## src/rtl/sel_mux_rr.sv

```systemverilog
// ============================================================================
// Module      : sel_mux_rr
// Description : N-input registered selector with fixed-select or round-robin
//               arbitration feeding a one-entry valid/ready output register.
// Revision    : 1.0 - initial release
// ============================================================================
`default_nettype none

module sel_mux_rr #(
    parameter  int WIDTH  = 32,
    parameter  int NUM_IN = 4,
    localparam int SEL_W  = $clog2(NUM_IN)
) (
    input  logic                    clk,
    input  logic                    reset_n,
    input  logic                    mode,
    input  logic [SEL_W-1:0]        sel,
    input  logic [NUM_IN*WIDTH-1:0] in_data,
    input  logic [NUM_IN-1:0]       in_valid,
    output logic [NUM_IN-1:0]       in_ready,
    output logic [WIDTH-1:0]        out_data,
    output logic [SEL_W-1:0]        out_sel,
    output logic                    out_valid,
    input  logic                    out_ready
);

    logic [SEL_W-1:0]  r_ptr;
    logic [WIDTH-1:0]  r_out_data;
    logic [SEL_W-1:0]  r_out_sel;
    logic              r_out_valid;

    logic [NUM_IN-1:0] w_rot;
    logic [SEL_W:0]    w_sum;
    logic [SEL_W-1:0]  w_gidx;
    logic              w_gvld;
    logic [SEL_W-1:0]  w_ptr_nxt;
    logic [WIDTH-1:0]  w_data;
    logic              w_can_load;
    logic              w_load;

    // Rotate valids so bit j is input (ptr+j) mod NUM_IN; lowest set bit wins.
    always_comb begin
        w_rot  = NUM_IN'({in_valid, in_valid} >> r_ptr);
        w_sum  = '0;
        w_gidx = '0;
        w_gvld = 1'b0;
        if (mode) begin
            for (int j = NUM_IN - 1; j >= 0; j--) begin
                if (w_rot[j]) begin
                    w_sum  = {1'b0, r_ptr} + (SEL_W+1)'(j);
                    w_gvld = 1'b1;
                end
            end
            if (w_sum >= (SEL_W+1)'(NUM_IN)) begin
                w_sum = w_sum - (SEL_W+1)'(NUM_IN);
            end
            w_gidx = w_sum[SEL_W-1:0];
        end else begin
            for (int i = 0; i < NUM_IN; i++) begin
                if ((sel == SEL_W'(i)) && in_valid[i]) begin
                    w_gidx = sel;
                    w_gvld = 1'b1;
                end
            end
        end
    end

    always_comb begin
        w_can_load = !r_out_valid || out_ready;
        w_load     = w_gvld && w_can_load;
        w_data     = '0;
        in_ready   = '0;
        for (int i = 0; i < NUM_IN; i++) begin
            if (w_gidx == SEL_W'(i)) begin
                w_data      = in_data[i*WIDTH +: WIDTH];
                in_ready[i] = w_load;
            end
        end
        w_ptr_nxt = (w_gidx == SEL_W'(NUM_IN - 1)) ? '0 : w_gidx + SEL_W'(1);
    end

    always_ff @(posedge clk or negedge reset_n) begin
        if (!reset_n) begin
            r_ptr       <= '0;
            r_out_data  <= '0;
            r_out_sel   <= '0;
            r_out_valid <= 1'b0;
        end else if (w_load) begin
            r_out_data  <= w_data;
            r_out_sel   <= w_gidx;
            r_out_valid <= 1'b1;
            if (mode) begin
                r_ptr <= w_ptr_nxt;
            end
        end else if (out_ready) begin
            r_out_valid <= 1'b0;
        end
    end

    assign out_data  = r_out_data;
    assign out_sel   = r_out_sel;
    assign out_valid = r_out_valid;

endmodule

`default_nettype wire

```

## config.mk

```make
export PLATFORM = sky130hd
export DESIGN_NAME = sel_mux_rr
export DESIGN_NICKNAME = d
export VERILOG_FILES = /design/src/rtl/sel_mux_rr.sv
export SDC_FILE = /design/constraint.sdc
export NUM_CORES = 1
export LEC_CHECK = 0
export BUFFER_PORTS_ARGS = -buffer_cell sky130_fd_sc_hd__clkbuf_2
export CAP_MARGIN = 20
export CORE_UTILIZATION = 35
export CTS_CLUSTER_DIAMETER = 100
export DETAILED_ROUTE_END_ITERATION = 8
export MAX_ROUTING_LAYER = met4
export PLACE_DENSITY = 0.68
export SYNTH_ARGS = -nofsm -noshare
export SYNTH_HDL_FRONTEND = slang
export SYNTH_SLANG_ARGS = --single-unit
```

## constraint.sdc

```tcl
create_clock -name clk -period 2.95 [get_ports clk]
set_input_delay 0.59 -clock clk [delete_from_list [all_inputs] [get_ports clk]]
set_output_delay 0.59 -clock clk [all_outputs]
set_load 0.05 [all_outputs]
```

After elaboration in Yosys (flattened, before gate mapping)

Index checks and enable logic that the tools add are counted.
Widths: inputs -> output; s select.

Bitwise logic cells: 0
Order comparisons: 1
Divide/modulo/power cells: 0
Multipliers: 0
Shift-type cells: 1
Eq/ne operators: 6
Reductions and logical operators: 11
Muxes and demuxes: 31
Add/subtract/negate cells: 5

Operators by type and width:

| cell                | count |
|---|---|
| $mux 32             | 4 |
| $mux 1              | 15 |
| $mux 3              | 5 |
| $mux 2              | 7 |
| $eq 2x2->1 const B  | 4 |
| $shr 8x2->4         | 1 |
| $add 2x2->3 const B | 2 |
| $logic_and 1x1->1   | 5 |
| $eq 2x1->1 const B  | 2 |
| $logic_not 2->1     | 2 |
| $add 2x1->3 const B | 1 |
| $ge 3x3->1 const B  | 1 |
| $add 2x1->2 const B | 1 |
| $reduce_and 2->1    | 1 |
| $reduce_bool 2->1   | 1 |
| $sub 2x1->2 const B | 1 |
| $logic_not 1->1     | 1 |
| $logic_or 1x1->1    | 1 |

Bits in writable memories: 0
Memory bits (read-only): 0
Bits in latches: 0
Word-level logic and storage cells: 59
Memories: 0
Flip-flop bits (word level): 37

Logic depth before layout (Yosys ltp)

Word-level depth: 14
Gate-level depth with buffers: 11

Worst setup path after synthesis

Ideal clock, no wire load.

Path type: input-to-output
From: in in_valid[2]
To: out in_ready[3]
Data required time: 2.360 ns
Path slack: -0.063 ns
Data arrival time: 2.423 ns
Cell stages on the path: 7
Cells stage by stage: mux2i_1 > o22ai_1 > o32ai_1 > ha_1 > clkbuf_1 > clkbuf_1 > and2_1

Longest elaborated chain between the ends: 11

RTL lines:

| item                                             | line   | text |
|---|---|---|
| start, declared                                  | 19     | `input logic [NUM_IN-1:0] in_valid,` |
| $shr 8x2->4                                      | 43     | `w_rot = NUM_IN'({in_valid, in_valid} >> r_ptr);` |
| $mux 3 (4 in a row)                              | 49     | `if (w_rot[j]) begin` |
| $mux 3                                           | 47     | `if (mode) begin` |
| $ge 3x3->1 / $sub 2x1->2 (equally long branches) | 54, 55 |  |
| $mux 2                                           | 54     | `if (w_sum >= (SEL_W+1)'(NUM_IN)) begin` |
| $mux 2 *                                         | 47     |  |
| via w_gidx[0]                                    | 34     | `logic [SEL_W-1:0] w_gidx;` |
| $eq 2x2->1 *                                     | 74     | `if (w_gidx == SEL_W'(i)) begin` |
| $mux 1 *                                         | 74     |  |
| end, declared                                    | 20     | `output logic [NUM_IN-1:0] in_ready,` |

Mark *: on every way through the listed nets, which the timed path passes. The rest lies on a longest branch. The select of a mux whose other input is x is not followed.

Worst setup path after layout

From: reg r_ptr[1]
To: out in_ready[1]

Longest elaborated chain between the ends: 11

RTL lines:

| item                                              | line   | text |
|---|---|---|
| start, declared                                   | 27     | `logic [SEL_W-1:0] r_ptr;` |
| start signal, assigned                            | 93     | `r_ptr <= w_ptr_nxt;` |
| $add 2x2->3 / $shr 8x2->4 (equally long branches) | 50, 43 |  |
| $mux 3 (3 in a row)                               | 49     |  |
| $mux 3 *                                          | 49     |  |
| $mux 3 *                                          | 47     |  |
| $ge 3x3->1 / $sub 2x1->2 (equally long branches)  | 54, 55 |  |
| $mux 2 *                                          | 54     |  |
| $mux 2 *                                          | 47     |  |
| via w_gidx[0]                                     | 34     |  |
| $eq 2x1->1 *                                      | 74     |  |
| $mux 1 *                                          | 74     |  |

Marked as above.

==> impl_metrics.tcl <==
set metrics [dict create \
    status "finished clean" \
    synth.mux.area_fraction_pct 19.60 \
    start_util_pct 36.64 \
    cts.root.buffer_cell "sky130_fd_sc_hd__clkbuf_8" \
    drt_via_density 5.264 \
    dr.first_iter.drc_count 168 \
    grt_util_all_layers_pct 20.50 \
    place.gp.congestion 0.8201 \
    slew_headroom_pct 71.21 \
    drt.antenna.violating_nets 0 \
    power.density_nw_per_um2 913.6 \
    synthesis.area_sq_um 2700 \
    yosys.area_share.xor_xnor_pct 0 \
    cp.arrival_ps 2200 \
    commonest_register_cell_after_synthesis "sky130_fd_sc_hd__dfrtp_1" \
    post_synth.cell_area_avg_sq_um 10.00 \
    power.internal_w 0.001751 \
    area.growth.synth_to_final_pct 42.21 \
    share_seq_of_total_power_pct 25.6 \
    post-route-drc-count 0 \
    worstSetupStartpointType "flip-flop" \
    cts-buffers-inserted 5 \
    grt_pass1_vias 2798 \
    clock_latency_ps 280 \
    synth_top_cells_by_count "sky130_fd_sc_hd__dfrtp_1, sky130_fd_sc_hd__nand2_1, sky130_fd_sc_hd__nor2b_1" \
    drt-pass1-iter-count 5 \
    timing.final.setup_violations 0 \
    most_frequently_used_cell_type_in_the_post_synthesis_netlist "sky130_fd_sc_hd__dfrtp_1" \
    worstMarginPinSlew_ps 430.8 \
    vdd_drop_max_mv 0.4665 \
    post_route_cells_drive_above_1_share_pct 53.27 \
    critPathRequiredTime_ps 2360 \
    final_net_count 585 \
    final_min_period_over_clock_period_pct 94.48 \
    timing_max_transition_violations_final 0 \
    netlist_top_cells_area "sky130_fd_sc_hd__dfrtp_1, sky130_fd_sc_hd__mux2_4, sky130_fd_sc_hd__a221oi_1" \
    design.die.area_sq_um 8069 \
    compound_gate_portion_of_the_synthesized_area_pct 22.94 \
    synthSimpleGateAreaFrac_pct 16.17 \
    synth.net_count 412 \
    power.combinational.fraction_pct 64.3 \
    endpoint_kind "output port" \
    largest_net_degree_at_the_start_of_global_routing 65 \
    antenna_found_initial 0 \
    globalRouteOverflowTotal 0 \
    core.rowCount 31 \
    cts_tree "done" \
    area_of_the_core_sq_um 7370 \
    synthCells 270 \
    p_switching_w 0.001757 \
    layout.filler_cells 696 \
    number_of_synthesized_flops_with_an_enable_pin 0 \
    critPathKind "flip-flop to output port" \
    cts-root-to-sink-buffers 2 \
    synth_top_cell_by_area "sky130_fd_sc_hd__dfrtp_1" \
    drt_wl_total_microns 7839 \
    flip_flop_and_latch_count_after_synthesis 37 \
    numClockSinks 37 \
    hpwlAfterDp_microns 5964 \
    combinational_family_with_the_most_area_after_synthesis "compound AO/OA/AOI/OAI gates" \
    io_buffers 176 \
    max_cap_violations 0 \
    maxClockFrequency_ghz 0.3588 \
    min_path_type "input pin to async pin" \
    period_minus_slack_ps 2787 \
    final_util_pct 52.11 \
    power.leakage_nw 1.917 \
    final_hold_viol_count 0 \
    dieWidth_microns 89.83 \
    fin_worst_skew_ps 6.277 \
    routed_wire_length_per_instance_microns 14.46 \
    grt_first_pass_wirelength_microns 13100 \
    htree_levels 2 \
    synth_top_cell_area_share_pct 34.29 \
    timing.critical_path.fanout_max 7 \
    postSynth.asyncResetShare_pct 100.0 \
    synth_seq_area_share_pct 34.29 \
    unrepaired_setup_endpoints_after_global_routing "false" \
    ys_warn_count 0 \
    num_antenna_cells 0 \
    clk_pin_slew_worst_paths_ps 70 \
    ys_types 30 \
    routed-via-count 2853 \
    hold_slack_ps 182.9 \
    post_synth_fa_ha_maj_area_fraction_pct 1.854 \
    num_io_pins 177 \
    switching_share_pct 50.10 \
    height_of_the_chip_microns 89.83 \
    pwr-share-clk_pct 10.1 \
]
flip-flops by register name, summed over array words and instances (netlist names):
| register | count |
|---|---|
| out_sel | 2 |
| out_data | 32 |
| out_valid | 1 |
| r_ptr | 2 |
power by group through the flow:
stage          Clock, W  Sequential [W]  Combinational [W]
6_report       0.000354        0.000897            0.00226
5_1_grt        0.000385        0.000931            0.00240
4_1_cts        0.000368        0.000896            0.00226
3_5_place_dp          0        0.000897            0.00225
3_3_place_gp          0        0.000898            0.00223
2_1_floorplan         0         0.00171           0.000863
layer usage:
layer | up-vias | part of all wire (%) | track usage [%] | wire length (microns)
li1 | 1360 | - | - | -
met1 | 1343 | 43 | 24.51 | 3348
met2 | 142 | 50 | 35.90 | 3933
met3 | 8 | 6.1 | 3.130 | 476
met4 | 0 | 1.0 | 5.464 | 80
met5 | - | 0 | - | 0
kinds of logic after synthesis:
group	count (synthesis)
multiplexers	38
AO/OA/AOI/OAI	79
AND/OR/NAND/NOR	83
flip-flops	37
buffers and inverters	29
adder cells (fa/ha/maj)	4
layout make-up:
cell class	count	area, sq um	area share [%]
Inverter	4	15.01	0.3910
Multi-Input combinational cell	204	1657	43.14
Clock buffer	7	86.33	2.248
Sequential cell	37	927.1	24.14
Tap cell	99	123.9	3.226
Timing Repair Buffer	191	1031	26.85
through the flow:
step                area (sq um)  cells  TNS, ps  total power (W)  setup slack [ps]
floorplan                   2701    270        0         0.002568             8.453
global placement            3720    534        0         0.003123             49.04
detailed placement          3720    534   -31.11         0.003152            -26.46
CTS                         3806    541        0         0.003520             86.52
global route                3840    542        0         0.003714             7.950
finish                      3840    542        0         0.003508             162.9
repair_timing:
item,in CTS,in global routing
endpoints found under the setup margin,0,14
gates resized for setup,0,3
hold buffers,0,0
setup buffers,0,0
final timing paths:
| path | from | slack [ps] | cells past startpoint | end |
|---|---|---|---|---|
| min in group clk | out_data[27]$_DFFE_PN0N_ | 490 | 1 | out_data[27]$_DFFE_PN0N_ |
| worst min register to register | out_data[27]$_DFFE_PN0N_ | 490 | 1 | out_data[27]$_DFFE_PN0N_ |
| worst max register to register | r_ptr[1]$_DFFE_PN0P_ | 380 | 10 | out_data[29]$_DFFE_PN0N_ |
| max in group asynchronous | reset_n | 2310 | 2 | out_data[17]$_DFFE_PN0N_ |
| worst min-delay path | reset_n | 180 | 1 | out_data[2]$_DFFE_PN0N_ |
| worst max-delay path | r_ptr[1]$_DFFE_PN0P_ | 160 | 7 | in_ready[1] |
layout by cell type, fill, tap and decap left out, types with 2 or more instances in the layout:
| cell | count |
|---|---|
| sky130_fd_sc_hd__clkbuf_2 | 176 |
| sky130_fd_sc_hd__dfrtp_1 | 36 |
| sky130_fd_sc_hd__nand2_1 | 35 |
| sky130_fd_sc_hd__a221oi_1 | 31 |
| sky130_fd_sc_hd__nor2b_1 | 31 |
| sky130_fd_sc_hd__o31ai_1 | 31 |
| sky130_fd_sc_hd__mux2_4 | 25 |
| sky130_fd_sc_hd__buf_4 | 12 |
| sky130_fd_sc_hd__mux2_1 | 7 |
| sky130_fd_sc_hd__o21ai_0 | 6 |
| sky130_fd_sc_hd__clkbuf_8 | 6 |
| sky130_fd_sc_hd__inv_1 | 4 |
| sky130_fd_sc_hd__nand2b_1 | 4 |
| sky130_fd_sc_hd__a21oi_1 | 4 |
| sky130_fd_sc_hd__and2_1 | 4 |
| sky130_fd_sc_hd__mux2i_1 | 3 |
| sky130_fd_sc_hd__buf_12 | 3 |
| sky130_fd_sc_hd__nand3_1 | 2 |
| sky130_fd_sc_hd__mux2_2 | 2 |
| sky130_fd_sc_hd__nor2_4 | 2 |
| sky130_fd_sc_hd__ha_2 | 2 |
| sky130_fd_sc_hd__ha_1 | 2 |
worst max-delay path, cell delays in order, from the launching register on:
cell and delay [ps]:
sky130_fd_sc_hd__dfrtp_2 420, sky130_fd_sc_hd__mux2i_1 210, sky130_fd_sc_hd__o22ai_1 130, sky130_fd_sc_hd__o32ai_2 300, sky130_fd_sc_hd__buf_4 170, sky130_fd_sc_hd__ha_1 240, sky130_fd_sc_hd__and2_1 150, sky130_fd_sc_hd__clkbuf_2 280
(Power assumes the default switching activity.)
